$ cat src/rtl/id_ex_issue_if.sv
// ID/EX bundle: the decoded instruction from ID and the issued operands/controls to EX.
interface id_ex_issue_if #(
    parameter int XLEN       = 32,
    parameter int RADDR_W    = 5,
    parameter int ALUOP_W    = 8,
    parameter int ALUSEL_W   = 3,
    parameter int HOLD_CNT_W = 8
);
    logic [ALUOP_W-1:0]    id_aluop;
    logic [ALUSEL_W-1:0]   id_alusel;
    logic [XLEN-1:0]       id_opv1;
    logic [XLEN-1:0]       id_opv2;
    logic [RADDR_W-1:0]    id_rs1;
    logic [RADDR_W-1:0]    id_rs2;
    logic                  id_rs1_used;
    logic                  id_rs2_used;
    logic [RADDR_W-1:0]    id_reg_waddr;
    logic                  id_we;

    logic [ALUOP_W-1:0]    ex_aluop;
    logic [ALUSEL_W-1:0]   ex_alusel;
    logic [XLEN-1:0]       ex_opv1;
    logic [XLEN-1:0]       ex_opv2;
    logic [RADDR_W-1:0]    ex_reg_waddr;
    logic                  ex_we;
    logic                  ex_valid;
    logic [HOLD_CNT_W-1:0] hold_cnt;

    modport master (
        output id_aluop, id_alusel, id_opv1, id_opv2, id_rs1, id_rs2,
               id_rs1_used, id_rs2_used, id_reg_waddr, id_we,
        input  ex_aluop, ex_alusel, ex_opv1, ex_opv2, ex_reg_waddr, ex_we,
               ex_valid, hold_cnt
    );

    modport slave (
        input  id_aluop, id_alusel, id_opv1, id_opv2, id_rs1, id_rs2,
               id_rs1_used, id_rs2_used, id_reg_waddr, id_we,
        output ex_aluop, ex_alusel, ex_opv1, ex_opv2, ex_reg_waddr, ex_we,
               ex_valid, hold_cnt
    );
endinterface

$ cat src/rtl/id_ex_issue.sv
// ID/EX pipeline register with EX/MEM/WB operand forwarding, bubble insertion on
// ID stall or flush, and operand refresh from WB while EX holds the instruction.
module id_ex_issue #(
    parameter int XLEN       = 32,
    parameter int RADDR_W    = 5,
    parameter int ALUOP_W    = 8,
    parameter int ALUSEL_W   = 3,
    parameter int HOLD_CNT_W = 8
) (
    input  logic               clk,
    input  logic               rst_n,
    id_ex_issue_if.slave       bus,
    input  logic               stall_id,
    input  logic               stall_ex,
    input  logic               flush,
    input  logic               ex_fwd_we,
    input  logic [RADDR_W-1:0] ex_fwd_waddr,
    input  logic [XLEN-1:0]    ex_fwd_wdata,
    input  logic               mem_fwd_we,
    input  logic [RADDR_W-1:0] mem_fwd_waddr,
    input  logic [XLEN-1:0]    mem_fwd_wdata,
    input  logic               wb_we,
    input  logic [RADDR_W-1:0] wb_waddr,
    input  logic [XLEN-1:0]    wb_wdata
);

    typedef struct packed {
        logic [ALUOP_W-1:0]  aluop;
        logic [ALUSEL_W-1:0] alusel;
        logic [XLEN-1:0]     opv1;
        logic [XLEN-1:0]     opv2;
        logic [RADDR_W-1:0]  reg_waddr;
        logic                we;
        logic                valid;
        logic [RADDR_W-1:0]  rs1;
        logic [RADDR_W-1:0]  rs2;
        logic                rs1_used;
        logic                rs2_used;
    } issue_t;

    issue_t                issue_q;
    issue_t                load_bundle;
    logic [HOLD_CNT_W-1:0] hold_q;
    logic                  wb_hit1;
    logic                  wb_hit2;

    // Youngest producer wins: EX result beats MEM, which beats the WB write.
    function automatic logic [XLEN-1:0] forward_operand(
        input logic               used,
        input logic [RADDR_W-1:0] rs,
        input logic [XLEN-1:0]    regval
    );
        if (!used || rs == '0)
            return regval;
        if (ex_fwd_we && ex_fwd_waddr == rs)
            return ex_fwd_wdata;
        if (mem_fwd_we && mem_fwd_waddr == rs)
            return mem_fwd_wdata;
        if (wb_we && wb_waddr == rs)
            return wb_wdata;
        return regval;
    endfunction

    always_comb begin
        load_bundle           = '0;
        load_bundle.aluop     = bus.id_aluop;
        load_bundle.alusel    = bus.id_alusel;
        load_bundle.opv1      = forward_operand(bus.id_rs1_used, bus.id_rs1, bus.id_opv1);
        load_bundle.opv2      = forward_operand(bus.id_rs2_used, bus.id_rs2, bus.id_opv2);
        load_bundle.reg_waddr = bus.id_reg_waddr;
        load_bundle.we        = bus.id_we;
        load_bundle.valid     = 1'b1;
        load_bundle.rs1       = bus.id_rs1;
        load_bundle.rs2       = bus.id_rs2;
        load_bundle.rs1_used  = bus.id_rs1_used;
        load_bundle.rs2_used  = bus.id_rs2_used;
    end

    // A held instruction must still see a value retiring to its source register.
    assign wb_hit1 = issue_q.rs1_used && issue_q.rs1 != '0 && wb_we && wb_waddr == issue_q.rs1;
    assign wb_hit2 = issue_q.rs2_used && issue_q.rs2 != '0 && wb_we && wb_waddr == issue_q.rs2;

    always_ff @(posedge clk or negedge rst_n) begin
        if (!rst_n) begin
            issue_q <= '0;
            hold_q  <= '0;
        end else if (flush) begin
            issue_q <= '0;
            hold_q  <= '0;
        end else if (stall_ex) begin
            if (wb_hit1)
                issue_q.opv1 <= wb_wdata;
            if (wb_hit2)
                issue_q.opv2 <= wb_wdata;
            if (hold_q != '1)
                hold_q <= hold_q + HOLD_CNT_W'(1);
        end else if (stall_id) begin
            issue_q <= '0;
            hold_q  <= '0;
        end else begin
            issue_q <= load_bundle;
            hold_q  <= '0;
        end
    end

    assign bus.ex_aluop     = issue_q.aluop;
    assign bus.ex_alusel    = issue_q.alusel;
    assign bus.ex_opv1      = issue_q.opv1;
    assign bus.ex_opv2      = issue_q.opv2;
    assign bus.ex_reg_waddr = issue_q.reg_waddr;
    assign bus.ex_we        = issue_q.we;
    assign bus.ex_valid     = issue_q.valid;
    assign bus.hold_cnt     = hold_q;

endmodule

$ cat src/flat_wrapper.sv
// flat-port wrapper written by rule: the top's interface ports become plain ports
module id_ex_issue_flat 
#(
    parameter int XLEN       = 32,
    parameter int RADDR_W    = 5,
    parameter int ALUOP_W    = 8,
    parameter int ALUSEL_W   = 3,
    parameter int HOLD_CNT_W = 8
)
  (clk, rst_n, stall_id, stall_ex, flush, ex_fwd_we, ex_fwd_waddr, ex_fwd_wdata, mem_fwd_we, mem_fwd_waddr, mem_fwd_wdata, wb_we, wb_waddr, wb_wdata, bus_id_aluop, bus_id_alusel, bus_id_opv1, bus_id_opv2, bus_id_rs1, bus_id_rs2, bus_id_rs1_used, bus_id_rs2_used, bus_id_reg_waddr, bus_id_we, bus_ex_aluop, bus_ex_alusel, bus_ex_opv1, bus_ex_opv2, bus_ex_reg_waddr, bus_ex_we, bus_ex_valid, bus_hold_cnt);
  id_ex_issue_if #(.XLEN(XLEN), .RADDR_W(RADDR_W), .ALUOP_W(ALUOP_W), .ALUSEL_W(ALUSEL_W), .HOLD_CNT_W(HOLD_CNT_W)) bus_i ();
  input  logic clk;
  input  logic rst_n;
  input  logic stall_id;
  input  logic stall_ex;
  input  logic flush;
  input  logic ex_fwd_we;
  input  logic [RADDR_W-1:0] ex_fwd_waddr;
  input  logic [XLEN-1:0] ex_fwd_wdata;
  input  logic mem_fwd_we;
  input  logic [RADDR_W-1:0] mem_fwd_waddr;
  input  logic [XLEN-1:0] mem_fwd_wdata;
  input  logic wb_we;
  input  logic [RADDR_W-1:0] wb_waddr;
  input  logic [XLEN-1:0] wb_wdata;
  input wire logic [$bits(bus_i.id_aluop)-1:0] bus_id_aluop;
  input wire logic [$bits(bus_i.id_alusel)-1:0] bus_id_alusel;
  input wire logic [$bits(bus_i.id_opv1)-1:0] bus_id_opv1;
  input wire logic [$bits(bus_i.id_opv2)-1:0] bus_id_opv2;
  input wire logic [$bits(bus_i.id_rs1)-1:0] bus_id_rs1;
  input wire logic [$bits(bus_i.id_rs2)-1:0] bus_id_rs2;
  input wire logic [$bits(bus_i.id_rs1_used)-1:0] bus_id_rs1_used;
  input wire logic [$bits(bus_i.id_rs2_used)-1:0] bus_id_rs2_used;
  input wire logic [$bits(bus_i.id_reg_waddr)-1:0] bus_id_reg_waddr;
  input wire logic [$bits(bus_i.id_we)-1:0] bus_id_we;
  output wire logic [$bits(bus_i.ex_aluop)-1:0] bus_ex_aluop;
  output wire logic [$bits(bus_i.ex_alusel)-1:0] bus_ex_alusel;
  output wire logic [$bits(bus_i.ex_opv1)-1:0] bus_ex_opv1;
  output wire logic [$bits(bus_i.ex_opv2)-1:0] bus_ex_opv2;
  output wire logic [$bits(bus_i.ex_reg_waddr)-1:0] bus_ex_reg_waddr;
  output wire logic [$bits(bus_i.ex_we)-1:0] bus_ex_we;
  output wire logic [$bits(bus_i.ex_valid)-1:0] bus_ex_valid;
  output wire logic [$bits(bus_i.hold_cnt)-1:0] bus_hold_cnt;
  assign bus_i.id_aluop = bus_id_aluop;
  assign bus_i.id_alusel = bus_id_alusel;
  assign bus_i.id_opv1 = bus_id_opv1;
  assign bus_i.id_opv2 = bus_id_opv2;
  assign bus_i.id_rs1 = bus_id_rs1;
  assign bus_i.id_rs2 = bus_id_rs2;
  assign bus_i.id_rs1_used = bus_id_rs1_used;
  assign bus_i.id_rs2_used = bus_id_rs2_used;
  assign bus_i.id_reg_waddr = bus_id_reg_waddr;
  assign bus_i.id_we = bus_id_we;
  assign bus_ex_aluop = bus_i.ex_aluop;
  assign bus_ex_alusel = bus_i.ex_alusel;
  assign bus_ex_opv1 = bus_i.ex_opv1;
  assign bus_ex_opv2 = bus_i.ex_opv2;
  assign bus_ex_reg_waddr = bus_i.ex_reg_waddr;
  assign bus_ex_we = bus_i.ex_we;
  assign bus_ex_valid = bus_i.ex_valid;
  assign bus_hold_cnt = bus_i.hold_cnt;
  id_ex_issue #(.XLEN(XLEN), .RADDR_W(RADDR_W), .ALUOP_W(ALUOP_W), .ALUSEL_W(ALUSEL_W), .HOLD_CNT_W(HOLD_CNT_W)) u_core (.clk(clk), .rst_n(rst_n), .bus(bus_i), .stall_id(stall_id), .stall_ex(stall_ex), .flush(flush), .ex_fwd_we(ex_fwd_we), .ex_fwd_waddr(ex_fwd_waddr), .ex_fwd_wdata(ex_fwd_wdata), .mem_fwd_we(mem_fwd_we), .mem_fwd_waddr(mem_fwd_waddr), .mem_fwd_wdata(mem_fwd_wdata), .wb_we(wb_we), .wb_waddr(wb_waddr), .wb_wdata(wb_wdata));
endmodule
$ cat config.mk
export PLATFORM = sky130hd
export DESIGN_NAME = id_ex_issue_flat
export DESIGN_NICKNAME = d
export VERILOG_FILES = /design/src/rtl/id_ex_issue_if.sv /design/src/rtl/id_ex_issue.sv /design/src/flat_wrapper.sv
export SDC_FILE = /design/constraint.sdc
export NUM_CORES = 1
export LEC_CHECK = 0
export CAP_MARGIN = 40
export CORE_MARGIN = 10
export CORE_UTILIZATION = 44
export CTS_CLUSTER_SIZE = 14
export DETAILED_ROUTE_END_ITERATION = 8
export PLACE_DENSITY = 0.89
export SLEW_MARGIN = 5
export SYNTH_ARGS = -nofsm -noshare
export SYNTH_HDL_FRONTEND = slang
export SYNTH_SLANG_ARGS = --single-unit
$ cat constraint.sdc
create_clock -name clk -period 1.75 [get_ports clk]
set_input_delay 0.35 -clock clk [delete_from_list [all_inputs] [get_ports clk]]
set_output_delay 0.35 -clock clk [all_outputs]
set_load 0.1 [all_outputs]
==> reports/results.ini <==
[power]
peakVddDrop_uv=595
power_density_mw_per_mm2=556
p_leak_nw=6.58

[outcome]
failed_checks=negative setup slack
status=complete, but fails checks

[yosys]
syn_inst=1109
post-synth-top-area-fraction_pct=26.0
syn-cell-area_mm2=0.00981
syn_nets=1322
postSynth.asyncResetShare_pct=100
netlist_top_cells_area=dfrtp_1 26%, o311ai_2 10%, mux2_2 6.9%
synth_edf_count=0
yosysSeqAreaShare_pct=26.0
ys_types=45
syn_area_per_cell_um2=8.84
ys_warn_count=0
synth.largest_area_cell=dfrtp_1
ys_ff_latch=102
synth_ff_type=dfrtp_1

[worst_setup_path]
critPathArrivalTime_ns=2.41
endpoint_kind=register
worst-path-max-fanout=7
critPathRequiredTime_ns=2.01
cp-start-kind=register
critPathKind=register to register

[detailed_routing]
first_iter_violations=1481
drc=0
vias_per_cell=6.97
wl_met2_um=22600
drtPass1Iterations=8
wl_met1_um=16600
finalWirelength_um=49700
top_layer=met4
wl_met3_um=6540
avgRoutedWirePerCell_um=29.4
vias=11800
ant_nets=0

[clock_tree]
cts.clk_slew.worst_paths_ns=0.09
clock_sink_count=102
root_buffer=clkbuf_16
cts_tree=yes
htree_num_levels=3
clkLatencyLatePin_ns=0.37
cts_buffer_depth=2
cts_made_buffers=9

[place]
post_dp_cell_area_mm2=0.0146
io_buffers=301
gp_congestion=0.934
hpwl_um=31800

[sta]
fin_crit_sh_pct=123
setup_viol=64
holdWs_ns=0.444
fin_ws_ns=-0.400
slew_violations=0
rsz0062_at_grt=yes
post-route-min-period_ns=2.15
worstMarginPinSlew_ns=0.445
hold_viol_final=0
finClkSkew_ns=0.0149
fmax_mhz=465
slew_headroom_pct=70.2

[grt]
grt_antenna_before_repair=2
grt_pass1_vias=12300
grt_usage_pct=31.7
overflow=0
grt_start_max_net_pins=43
grt_pass1_wl_um=71800

[die]
core_area_mm2=0.0219
io_pins=302
dieArea_mm2=0.0287
die_h_um=169
start_util_pct=44.8
rows=54
fp.dieW_um=169

[layout]
syn_to_final_growth_pct=64.2
fillers=1370
stdcell_area_mm2=0.0161
fin_nets=1616
drive_above_1_share_pct=36.6

[hold_path]
min_path_type=primary input to asynchronous set/reset pin

[job]
cap_violations=0

-- worst max-delay path, cell delays in order (launching register included) --
cell and delay (ns):
dfrtp_2 0.47, xnor2_2 0.18, a31oi_1 0.13, a2111o_2 0.47, a31o_4 0.29, buf_12 0.17
o311ai_4 0.31
-- synthesized netlist by cell type, types with 7 or more instances --
cell type,instances
a21oi_1,38
o21ai_1,10
xnor2_1,13
xor2_1,27
nand2_1,102
buf_2,16
nand4_1,66
dfrtp_1,102
o311ai_2,60
mux2_2,60
clkbuf_1,83
a211o_1,65
nor2_1,8
and2_1,7
a211oi_1,64
buf_6,9
buf_4,81
o21bai_1,64
inv_1,33
and3_1,66
o21ai_0,56
a22o_1,29
-- state kept, by name, summed over array words and instances (netlist names) --
| register | flops |
|---|---|
| u_core.bus.ex_valid | 1 |
| u_core.bus.ex_reg_waddr | 5 |
| u_core.issue_q | 12 |
| u_core.bus.ex_opv2 | 32 |
| u_core.bus.hold_cnt | 8 |
| u_core.bus.ex_aluop | 8 |
| u_core.bus.ex_we | 1 |
| u_core.bus.ex_opv1 | 32 |
| u_core.bus.ex_alusel | 3 |
-- cells in the final DEF, fill, tap and decap left out, types with 12 or more instances in the layout --
master / Yosys / layout
buf_6: 9 / 13
a211oi_2: 1 / 37
a211oi_1: 64 / 24
a211o_1: 65 / 64
a22o_1: 29 / 29
o21bai_1: 64 / 64
a21oi_1: 38 / 38
o21ai_1: 10 / 42
nand2_1: 102 / 98
mux2_2: 60 / 51
nand4_1: 66 / 66
buf_12: 0 / 132
xor2_1: 27 / 26
clkbuf_16: 0 / 12
inv_1: 33 / 33
and3_1: 66 / 65
o311ai_4: 0 / 21
dlygate4sd2_1: 0 / 13
dfrtp_1: 102 / 92
o21ai_0: 56 / 14
clkdlybuf4s50_1: 0 / 189
buf_4: 81 / 109
o311ai_2: 60 / 43
-- power breakdown --
group	switching (mW)	internal [mW]	total [mW]
clock	1.18	1.04	2.22
sequential	0.158	2.48	2.64
combinational	2.38	1.73	4.11
-- timing repair --
| item | 4_1_cts | 5_1_grt |
|---|---|---|
| endpoints found under the hold margin | 23 | 0 |
| gates cloned | 7 | 5 |
| gates resized for setup | 137 | 51 |
| pin swaps | 21 | 15 |
| buffers inserted | 14 | 8 |
| endpoints found under the setup margin | 65 | 66 |
| hold buffers | 1 | 0 |
-- stage by stage --
stage          instances  power (mW)  utilization, %  setup WS, ns  setup TNS [ns]
2_1_floorplan       1109        4.63               -        -0.130           -7.10
6_report            1690        8.96            73.6        -0.400          -19.07
4_1_cts             1675        8.71            71.4        -0.213          -10.86
5_1_grt             1690        9.16            73.6        -0.405          -22.98
3_3_place_gp        1637        6.24            66.5        -0.783          -48.38
3_5_place_dp        1637        6.33            66.5        -0.810          -49.41
-- final cells by class --
class / instances / area, um^2 / share of cell area, %
inverters: 33 / 124 / 0.769
diodes: 2 / 5.00 / 0.0311
multi-input cells: 781 / 6780 / 42.1
repair buffers: 476 / 5960 / 37.0
well taps: 280 / 350 / 2.18
clock inverters: 7 / 81.3 / 0.505
clock buffers: 9 / 225 / 1.40
flip-flops and latches: 102 / 2570 / 16.0
-- cell families (layout without fill, tap and decap cells) --
group           Yosys count  after routing  share of synthesized area, %
flops                   102            102                          26.0
compound gates          409            409                          35.6
xor+xnor                 40             40                          3.57
buf+inv                 226            525                          12.6
other cells               0              2                             0
fa+ha+maj                 1              1                         0.128
simple gates            266            266                          14.6
mux                      65             65                          7.45
-- per-layer routing --
| layer | up-vias | GRT usage [%] |
|---|---|---|
| met5 | - | 0 |
| met4 | 0 | 21.3 |
| met3 | 372 | 9.54 |
| met2 | 1168 | 51.3 |
| met1 | 5485 | 35.3 |
| li1 | 4757 | - |
-- worst paths after layout --
| check | startpoint | end | slack (ns) | depth (start not counted) |
|---|---|---|---|---|
| hold reg to reg | u_core.bus.ex_valid$_DFFE_PN0P_ | u_core.bus.ex_valid$_DFFE_PN0P_ | 0.56 | 1 |
| hold / removal | rst_n | u_core.bus.ex_opv2[2]$_DFFE_PN0P_ | 0.44 | 2 |
| setup reg to reg | u_core.issue_q[2]$_DFFE_PN0P_ | u_core.bus.ex_opv2[12]$_DFFE_PN0P_ | -0.40 | 6 |
| setup / recovery | u_core.issue_q[2]$_DFFE_PN0P_ | u_core.bus.ex_opv2[12]$_DFFE_PN0P_ | -0.40 | 6 |
| min in group clk | bus_id_rs2[2] | u_core.issue_q[4]$_DFFE_PN0P_ | 0.49 | 3 |
| max in group asynchronous | rst_n | u_core.bus.ex_opv2[19]$_DFFE_PN0P_ | 0.71 | 3 |
Power figures use the tool's default switching activity.
